**src/rtl/sb_rx_deframer_if.sv**
```systemverilog
// Receive-side payload bus of the sideband deframer.
// master: the deframer driving bytes, markers and error pulses.
// slave:  the sideband transaction handler consuming them.
interface sb_rx_deframer_if;
   logic [7:0] rx_data;
   logic       rx_valid;
   logic       rx_sop;
   logic       rx_eop;
   logic       rx_err;
   logic [1:0] rx_err_code;

   modport master (
      output rx_data, rx_valid, rx_sop, rx_eop, rx_err, rx_err_code
   );

   modport slave (
      input rx_data, rx_valid, rx_sop, rx_eop, rx_err, rx_err_code
   );
endinterface

```
**src/rtl/sb_rx_deframer.sv**
```systemverilog
// Sideband receive deframer.
// Samples the serial sideband line one bit per sb_clk cycle and recovers
// 10-bit symbols (start, 8 data bits LSB-first, stop). It strips the
// DLE/STX ... DLE/ETX framing and the DLE stuffing, and delivers payload bytes
// with start/end-of-packet markers. Payload bytes lag by one symbol through a
// one-byte holding register so that the last byte can carry rx_eop.
// Optional feature: define SB_RX_CRC_EN to check a trailing CRC-16
// (poly 8005, init FFFF, MSB-first, low byte sent first) at end of packet.
module sb_rx_deframer #(
   parameter int         MAX_LEN = 64,
   parameter logic [7:0] DLE     = 8'hFE,
   parameter logic [7:0] STX     = 8'h05,
   parameter logic [7:0] ETX     = 8'h40
) (
   input  logic sb_clk,
   input  logic rst,
   input  logic sbrx,
   sb_rx_deframer_if.master bus
);

   localparam int CW = $clog2(MAX_LEN + 2);

   localparam logic [1:0] ERR_STOP  = 2'd0;
   localparam logic [1:0] ERR_PROTO = 2'd1;
   localparam logic [1:0] ERR_OVF   = 2'd2;
`ifdef SB_RX_CRC_EN
   localparam logic [1:0] ERR_CRC   = 2'd3;
`endif

   typedef enum logic [1:0] {S_IDLE, S_DATA, S_STOP} sym_state_t;
   typedef enum logic [1:0] {D_HUNT, D_HDLE, D_INPKT, D_PDLE} df_state_t;

   // ---------------- symbol recovery ----------------
   sym_state_t sym_state_reg, sym_state_next;
   logic [2:0] bit_cnt_reg, bit_cnt_next;
   logic       shift_reg [8];
   logic [7:0] sym_byte;
   logic       sym_good;
   logic       sym_bad;

   // Symbol state register and data-bit counter.
   always_ff @(posedge sb_clk) begin
      if (!rst) begin
         sym_state_reg <= S_IDLE;
         bit_cnt_reg   <= 3'd0;
      end else begin
         sym_state_reg <= sym_state_next;
         bit_cnt_reg   <= bit_cnt_next;
      end
   end

   // Symbol next state; the stop bit sample flags the symbol good or bad.
   always_comb begin
      sym_state_next = sym_state_reg;
      bit_cnt_next   = bit_cnt_reg;
      sym_good       = 1'b0;
      sym_bad        = 1'b0;
      case (sym_state_reg)
         S_IDLE: begin
            if (!sbrx) begin
               sym_state_next = S_DATA;
               bit_cnt_next   = 3'd0;
            end
         end
         S_DATA: begin
            bit_cnt_next = bit_cnt_reg + 3'd1;
            if (bit_cnt_reg == 3'd7) begin
               sym_state_next = S_STOP;
            end
         end
         S_STOP: begin
            sym_state_next = S_IDLE;
            if (sbrx) begin
               sym_good = 1'b1;
            end else begin
               sym_bad = 1'b1;
            end
         end
         default: sym_state_next = S_IDLE;
      endcase
   end

   genvar gi;
   generate
      for (gi = 0; gi < 8; gi++) begin : g_bit
         // Data bit gi of the symbol is captured on its own sample cycle.
         always_ff @(posedge sb_clk) begin
            if (!rst) begin
               shift_reg[gi] <= 1'b0;
            end else if (sym_state_reg == S_DATA && bit_cnt_reg == 3'(gi)) begin
               shift_reg[gi] <= sbrx;
            end
         end
         assign sym_byte[gi] = shift_reg[gi];
      end
   endgenerate

   // ---------------- deframer ----------------
   df_state_t  df_state_reg, df_state_next;
   logic [CW-1:0] count_reg, count_next;
   logic [7:0] hold_data_reg, hold_data_next;
   logic       hold_full_reg, hold_full_next;
   logic       hold_first_reg, hold_first_next;

   logic [7:0] data_reg, data_next;
   logic       valid_reg, valid_next;
   logic       sop_reg, sop_next;
   logic       eop_reg, eop_next;
   logic       err_reg, err_next;
   logic [1:0] code_reg, code_next;

   logic       is_data;
   logic       do_end;
   logic [7:0] data_byte;

`ifdef SB_RX_CRC_EN
   // CRC over every payload byte except the final two, which are the CRC.
   logic [15:0] crc_reg, crc_next;
   logic [7:0]  prev_data_reg, prev_data_next;

   function automatic logic [15:0] crc_step(input logic [15:0] crc, input logic [7:0] b);
      logic [15:0] c;
      c = crc ^ {b, 8'h00};
      for (int i = 0; i < 8; i++) begin
         c = c[15] ? ((c << 1) ^ 16'h8005) : (c << 1);
      end
      return c;
   endfunction
`endif

   // Deframer state, holding register and registered outputs.
   always_ff @(posedge sb_clk) begin
      if (!rst) begin
         df_state_reg   <= D_HUNT;
         count_reg      <= '0;
         hold_data_reg  <= 8'h00;
         hold_full_reg  <= 1'b0;
         hold_first_reg <= 1'b0;
         data_reg       <= 8'h00;
         valid_reg      <= 1'b0;
         sop_reg        <= 1'b0;
         eop_reg        <= 1'b0;
         err_reg        <= 1'b0;
         code_reg       <= 2'd0;
`ifdef SB_RX_CRC_EN
         crc_reg        <= 16'hFFFF;
         prev_data_reg  <= 8'h00;
`endif
      end else begin
         df_state_reg   <= df_state_next;
         count_reg      <= count_next;
         hold_data_reg  <= hold_data_next;
         hold_full_reg  <= hold_full_next;
         hold_first_reg <= hold_first_next;
         data_reg       <= data_next;
         valid_reg      <= valid_next;
         sop_reg        <= sop_next;
         eop_reg        <= eop_next;
         err_reg        <= err_next;
         code_reg       <= code_next;
`ifdef SB_RX_CRC_EN
         crc_reg        <= crc_next;
         prev_data_reg  <= prev_data_next;
`endif
      end
   end

   // Deframer next state, unstuffing, byte emission and error reporting.
   always_comb begin
      df_state_next   = df_state_reg;
      count_next      = count_reg;
      hold_data_next  = hold_data_reg;
      hold_full_next  = hold_full_reg;
      hold_first_next = hold_first_reg;
      data_next       = 8'h00;
      valid_next      = 1'b0;
      sop_next        = 1'b0;
      eop_next        = 1'b0;
      err_next        = 1'b0;
      code_next       = 2'd0;
      is_data         = 1'b0;
      do_end          = 1'b0;
      data_byte       = sym_byte;
`ifdef SB_RX_CRC_EN
      crc_next        = crc_reg;
      prev_data_next  = prev_data_reg;
`endif

      if (sym_bad) begin
         // A broken symbol only matters once a packet is open.
         case (df_state_reg)
            D_INPKT, D_PDLE: begin
               err_next       = 1'b1;
               code_next      = ERR_STOP;
               df_state_next  = D_HUNT;
               hold_full_next = 1'b0;
            end
            D_HDLE:  df_state_next = D_HUNT;
            default: ;
         endcase
      end else if (sym_good) begin
         case (df_state_reg)
            D_HUNT: begin
               if (sym_byte == DLE) df_state_next = D_HDLE;
            end
            D_HDLE: begin
               if (sym_byte == STX) begin
                  df_state_next  = D_INPKT;
                  count_next     = '0;
                  hold_full_next = 1'b0;
`ifdef SB_RX_CRC_EN
                  crc_next       = 16'hFFFF;
`endif
               end else if (sym_byte != DLE) begin
                  df_state_next = D_HUNT;
               end
            end
            D_INPKT: begin
               if (sym_byte == DLE) begin
                  df_state_next = D_PDLE;
               end else begin
                  is_data = 1'b1;
               end
            end
            D_PDLE: begin
               if (sym_byte == DLE) begin
                  is_data   = 1'b1;
                  data_byte = DLE;
               end else if (sym_byte == ETX) begin
                  do_end = 1'b1;
               end else if (sym_byte == STX) begin
                  // Restart: the unfinished packet is abandoned.
                  err_next       = 1'b1;
                  code_next      = ERR_PROTO;
                  df_state_next  = D_INPKT;
                  count_next     = '0;
                  hold_full_next = 1'b0;
`ifdef SB_RX_CRC_EN
                  crc_next       = 16'hFFFF;
`endif
               end else begin
                  err_next       = 1'b1;
                  code_next      = ERR_PROTO;
                  df_state_next  = D_HUNT;
                  hold_full_next = 1'b0;
               end
            end
            default: df_state_next = D_HUNT;
         endcase
      end

      if (is_data) begin
         if (count_reg == CW'(MAX_LEN)) begin
            // One byte too many: drop the packet, held byte included.
            err_next       = 1'b1;
            code_next      = ERR_OVF;
            df_state_next  = D_HUNT;
            hold_full_next = 1'b0;
         end else begin
            count_next    = count_reg + CW'(1);
            df_state_next = D_INPKT;
            if (hold_full_reg) begin
               valid_next = 1'b1;
               data_next  = hold_data_reg;
               sop_next   = hold_first_reg;
`ifdef SB_RX_CRC_EN
               // Byte two behind the newest is now known not to be CRC.
               if (count_reg >= CW'(2)) crc_next = crc_step(crc_reg, prev_data_reg);
               prev_data_next = hold_data_reg;
`endif
            end
            hold_data_next  = data_byte;
            hold_first_next = !hold_full_reg;
            hold_full_next  = 1'b1;
         end
      end

      if (do_end) begin
         df_state_next  = D_HUNT;
         hold_full_next = 1'b0;
         if (hold_full_reg) begin
            valid_next = 1'b1;
            data_next  = hold_data_reg;
            sop_next   = hold_first_reg;
            eop_next   = 1'b1;
`ifdef SB_RX_CRC_EN
            // Held byte is the CRC high byte, prev_data the low byte.
            if (count_reg < CW'(3) || crc_reg != {hold_data_reg, prev_data_reg}) begin
               err_next  = 1'b1;
               code_next = ERR_CRC;
            end
`endif
         end else begin
            err_next  = 1'b1;
            code_next = ERR_PROTO;
         end
      end
   end

   assign bus.rx_data     = data_reg;
   assign bus.rx_valid    = valid_reg;
   assign bus.rx_sop      = sop_reg;
   assign bus.rx_eop      = eop_reg;
   assign bus.rx_err      = err_reg;
   assign bus.rx_err_code = code_reg;

endmodule

```
**src/flat_wrapper.sv**
```systemverilog
// flat-port wrapper written by rule: the top's interface ports become plain ports
module sb_rx_deframer_flat 
#(
   parameter int         MAX_LEN = 64,
   parameter logic [7:0] DLE     = 8'hFE,
   parameter logic [7:0] STX     = 8'h05,
   parameter logic [7:0] ETX     = 8'h40
)
  (sb_clk, rst, sbrx, bus_rx_data, bus_rx_valid, bus_rx_sop, bus_rx_eop, bus_rx_err, bus_rx_err_code);
  sb_rx_deframer_if bus_i ();
  input  logic sb_clk;
  input  logic rst;
  input  logic sbrx;
  output wire logic [$bits(bus_i.rx_data)-1:0] bus_rx_data;
  output wire logic [$bits(bus_i.rx_valid)-1:0] bus_rx_valid;
  output wire logic [$bits(bus_i.rx_sop)-1:0] bus_rx_sop;
  output wire logic [$bits(bus_i.rx_eop)-1:0] bus_rx_eop;
  output wire logic [$bits(bus_i.rx_err)-1:0] bus_rx_err;
  output wire logic [$bits(bus_i.rx_err_code)-1:0] bus_rx_err_code;
  assign bus_rx_data = bus_i.rx_data;
  assign bus_rx_valid = bus_i.rx_valid;
  assign bus_rx_sop = bus_i.rx_sop;
  assign bus_rx_eop = bus_i.rx_eop;
  assign bus_rx_err = bus_i.rx_err;
  assign bus_rx_err_code = bus_i.rx_err_code;
  sb_rx_deframer #(.MAX_LEN(MAX_LEN), .DLE(DLE), .STX(STX), .ETX(ETX)) u_core (.sb_clk(sb_clk), .rst(rst), .sbrx(sbrx), .bus(bus_i));
endmodule
```
**config.mk**
```make
export PLATFORM = sky130hd
export DESIGN_NAME = sb_rx_deframer_flat
export DESIGN_NICKNAME = d
export VERILOG_FILES = /design/src/rtl/sb_rx_deframer_if.sv /design/src/rtl/sb_rx_deframer.sv /design/src/flat_wrapper.sv
export SDC_FILE = /design/constraint.sdc
export NUM_CORES = 1
export LEC_CHECK = 0
export BUFFER_PORTS_ARGS = -buffer_cell sky130_fd_sc_hd__buf_2
export CAP_MARGIN = 10
export CORE_MARGIN = 1.5
export CORE_UTILIZATION = 40
export DETAILED_ROUTE_END_ITERATION = 7
export PLACE_DENSITY_LB_ADDON = 0.05
export SLEW_MARGIN = 10
export SYNTH_ARGS = -nofsm -noshare
export SYNTH_HDL_FRONTEND = slang
export SYNTH_SLANG_ARGS = --single-unit
```
**constraint.sdc**
```tcl
create_clock -name sb_clk -period 1.8 [get_ports sb_clk]
set_input_delay 0.18 -clock sb_clk [delete_from_list [all_inputs] [get_ports sb_clk]]
set_output_delay 0.18 -clock sb_clk [all_outputs]
set_load 0.01 [all_outputs]
```
==> results.py <==
metrics = {
    "run_status": {
        "outcome": "finished, violations left",
        "violations": "setup timing",
    },
    "hold_path": {
        "worst_hold_path_type": "in2reg",
    },
    "timing": {
        "tightest_slew_ps": 451,
        "fmax_ghz": 0.527,
        "finalSetupViolCount": 9,
        "number_of_pins_with_negative_max_slew_slack_in_the_final_report": 0,
        "worst_clock_skew_on_the_final_layout_ps": 3.39,
        "fin_ws_ps": -99.0,
        "timing.final.crit_share_pct": 105,
        "slew_headroom_pct": 69.7,
        "fin_crit_ps": 1900,
        "rsz0062_at_grt": "true",
        "hold_viol": 0,
    },
    "clock_network": {
        "cts_tree": "built",
        "htree_num_levels": 2,
        "clkTransAtPathRegs_ps": 90,
        "clock_sink_count": 46,
        "cts_hold_buffers": 0,
        "cts-root-buf": "sky130_fd_sc_hd__clkbuf_8",
        "tritoncts.num_buffers": 5,
        "insertion_delay_ps": 300,
        "clockBufferDepth": 2,
    },
    "synthesis": {
        "synth_simple_gate_area_share_pct": 28.9,
        "synth.top_cell.area_share_pct": 36.2,
        "synth_sequential_area_ratio_pct": 45.9,
        "synthDominantAreaCellType": "sky130_fd_sc_hd__dfxtp_1",
        "netlist-cell-type-count": 51,
        "synthAdderAreaFrac_pct": 4.64,
        "dominant_combinational_cell_family_by_area_after_synthesis": "simple AND/OR/NAND/NOR gates",
        "synth_area_per_cell_um2": 9.51,
        "synth_warnings": 0,
        "synth_async_sr_flop_share_pct": 0,
        "synth_compound_gate_area_share_pct": 10.8,
        "mux_cell_area_share_after_synthesis_pct": 5.10,
        "post_synth_main_area_contributors": "sky130_fd_sc_hd__dfxtp_1, sky130_fd_sc_hd__edfxtp_1, sky130_fd_sc_hd__mux2i_1, sky130_fd_sc_hd__and2_1, sky130_fd_sc_hd__ha_1",
        "synth-seq-cells": 46,
        "synth-xor-area-share_pct": 1.22,
        "synthCells": 227,
        "synth.most_common_cell": "sky130_fd_sc_hd__dfxtp_1",
        "syn_area_um2": 2160,
        "synth-edff-count": 7,
        "synthesis.nets": 238,
        "postSynth.topFlopCell": "sky130_fd_sc_hd__dfxtp_1",
        "synth_top_cells_by_count": "sky130_fd_sc_hd__dfxtp_1, sky130_fd_sc_hd__nand2_1, sky130_fd_sc_hd__nor2_1, sky130_fd_sc_hd__and2_1, sky130_fd_sc_hd__and3_1",
    },
    "placement": {
        "dpl_cell_area_um2": 2520,
        "dp_slack_ps": -57.4,
        "numPortBuffers": 16,
        "hpwl_after_detailed_placement_um": 3220,
        "gpl.final_weighted_congestion": 0.791,
    },
    "route": {
        "avgViaCountPerCell": 4.89,
        "route.vias.total": 1766,
        "wl_per_cell_um": 13.1,
        "ant_nets": 0,
        "routed_wirelength_um": 4750,
        "drt_iter0_drc": 52,
        "firstDrtPassIters": 4,
        "detail_route.drc_violations": 0,
    },
    "floorplan": {
        "core.rowCount": 26,
        "starting_utilization_of_the_core_area_pct": 42.0,
        "coreArea_um2": 5140,
        "dieArea_um2": 5850,
        "die_w_um": 76.5,
        "i_o_pin_cnt": 17,
        "die_height_um": 76.5,
    },
    "finish": {
        "postLayoutCellArea_um2": 2900,
        "diodes": 0,
        "layout.nets": 301,
        "layout.core_utilization_pct": 56.4,
        "final_layout_size_suffix_gt1_share_pct": 32.3,
        "area_growth_syn_to_layout_pct": 34.2,
    },
    "global_routing": {
        "grt_first_pass_wirelength_um": 7590,
        "grt.met2_usage_pct": 25.3,
        "groute.layer.met1.usage_pct": 21.9,
        "largest_net_degree_at_the_start_of_global_routing": 26,
        "groute.usage.overall_pct": 16.3,
        "grt_most_used_layer": "met2",
        "initial_antenna_violation_count": 0,
        "overflow": 0,
        "grt_pass1_vias": 1605,
        "met3_routing_resource_usage_after_global_routing_pct": 3.95,
    },
    "power_and_ir_drop": {
        "p_leak_uw": 0.00131,
        "power_density_nw_per_um2": 664,
        "ir_drop_mv": 0.341,
    },
    "critical_path": {
        "cp-start-kind": "flip-flop",
        "critical_path.max_fanout": 5,
        "cp_data_arrival_time_ps": 2130,
        "worst_setup_path_end_kind": "flip-flop",
        "cp.required_ps": 2030,
        "criticalPathCategory": "reg2reg",
    },
    "flow_run": {
        "timing.max_cap.violations": 0,
    },
}
-- layout make-up --
type                            instances  area (um^2)
Inverter                               11         41.3
Clock inverter                          2         37.5
Clock buffer                            6         72.6
Fill cell                             490         2240
Timing Repair Buffer                   60          438
Multi-Input combinational cell        166         1230
Sequential cell                        46          993
Tap cell                               70         87.6
-- worst max-delay path, stage by stage (launching register included) --
cell	delay [ps]
sky130_fd_sc_hd__edfxtp_1	440
sky130_fd_sc_hd__nand4b_1	320
sky130_fd_sc_hd__nor4_4	290
sky130_fd_sc_hd__buf_4	190
sky130_fd_sc_hd__o21ai_4	100
sky130_fd_sc_hd__or3_1	380
sky130_fd_sc_hd__a31oi_1	120
-- what timing repair did --
item                                    4_1_cts  5_1_grt
pin swaps                                     7       20
hold endpoints to repair                      0        0
setup buffers                                 4       12
cloned                                        1        1
gates resized for setup                      10       19
endpoints found under the setup margin       16       30
-- cells in the final DEF, fill, tap and decap left out, drive strengths merged, types with 2 or more instances in the layout --
| master | netlist | routed |
|---|---|---|
| inv | 11 | 11 |
| a21boi | 2 | 2 |
| buf | 3 | 60 |
| xnor2 | 2 | 2 |
| nor4bb | 2 | 2 |
| mux2i | 11 | 11 |
| nand3 | 9 | 9 |
| nand2 | 24 | 24 |
| or3 | 4 | 4 |
| o311a | 2 | 2 |
| edfxtp | 7 | 7 |
| dfxtp | 39 | 39 |
| a21oi | 5 | 6 |
| nand2b | 2 | 2 |
| a211oi | 4 | 4 |
| or2 | 3 | 3 |
| and3 | 12 | 12 |
| nor2 | 23 | 23 |
| nor4 | 2 | 2 |
| a31oi | 2 | 2 |
| o21ai | 8 | 9 |
| nand4b | 2 | 2 |
| clkbuf | 3 | 6 |
| nor2b | 4 | 4 |
| ha | 8 | 8 |
| and2 | 16 | 16 |
| nand4 | 2 | 2 |
-- power breakdown --
| part | total [uW] | switching (uW) | internal, uW | leakage (uW) |
|---|---|---|---|---|
| sequential | 1060 | 12.6 | 1050 | 0.000388 |
| combinational | 89.6 | 49.0 | 40.7 | 0.000873 |
| clock | 768 | 353 | 414 | 0.0000514 |
| total | 1920 | 415 | 1510 | 0.00131 |
-- worst paths after layout --
check	depth (start not counted)	start	to	slack, ps
worst min register to register	1	u_core.hold_data_reg[2]	u_core.bus.rx_data[2]	470
worst min-delay path	3	rst	u_core.sym_state_reg[0]	320
worst max-delay path	6	u_core.shift_reg[0]	u_core.count_reg[3]	-100
worst max register to register	6	u_core.shift_reg[0]	u_core.count_reg[3]	-100
-- cell families (layout without fill, tap and decap cells) --
group / Yosys count / count (layout)
muxes: 11 / 11
AOI/OAI and AO/OA: 31 / 33
DFF: 46 / 46
buffers and inverters: 17 / 79
adders and majority gates: 8 / 8
and+or+nand+nor: 111 / 111
xor gates and xnor gates: 3 / 3
-- stage by stage --
step	hold slack, ps	power (uW)	std cells	TNS [ps]
after global placement	444	1170	335	-209
after detailed placement	446	1170	335	-494
after floorplan	309	1130	227	0
after global routing	342	2010	361	-2440
after CTS	308	1940	348	-177
final	318	1920	361	-295
-- layer usage --
layer | wire, um | up-vias | share of wire [%]
met1 | 2340 | 818 | 49
met4 | 59 | 0 | 1.2
met3 | 127 | 6 | 2.7
met2 | 2220 | 20 | 47
li1 | - | 922 | -
met5 | 0 | - | 0
Power figures use the tool's default switching activity.
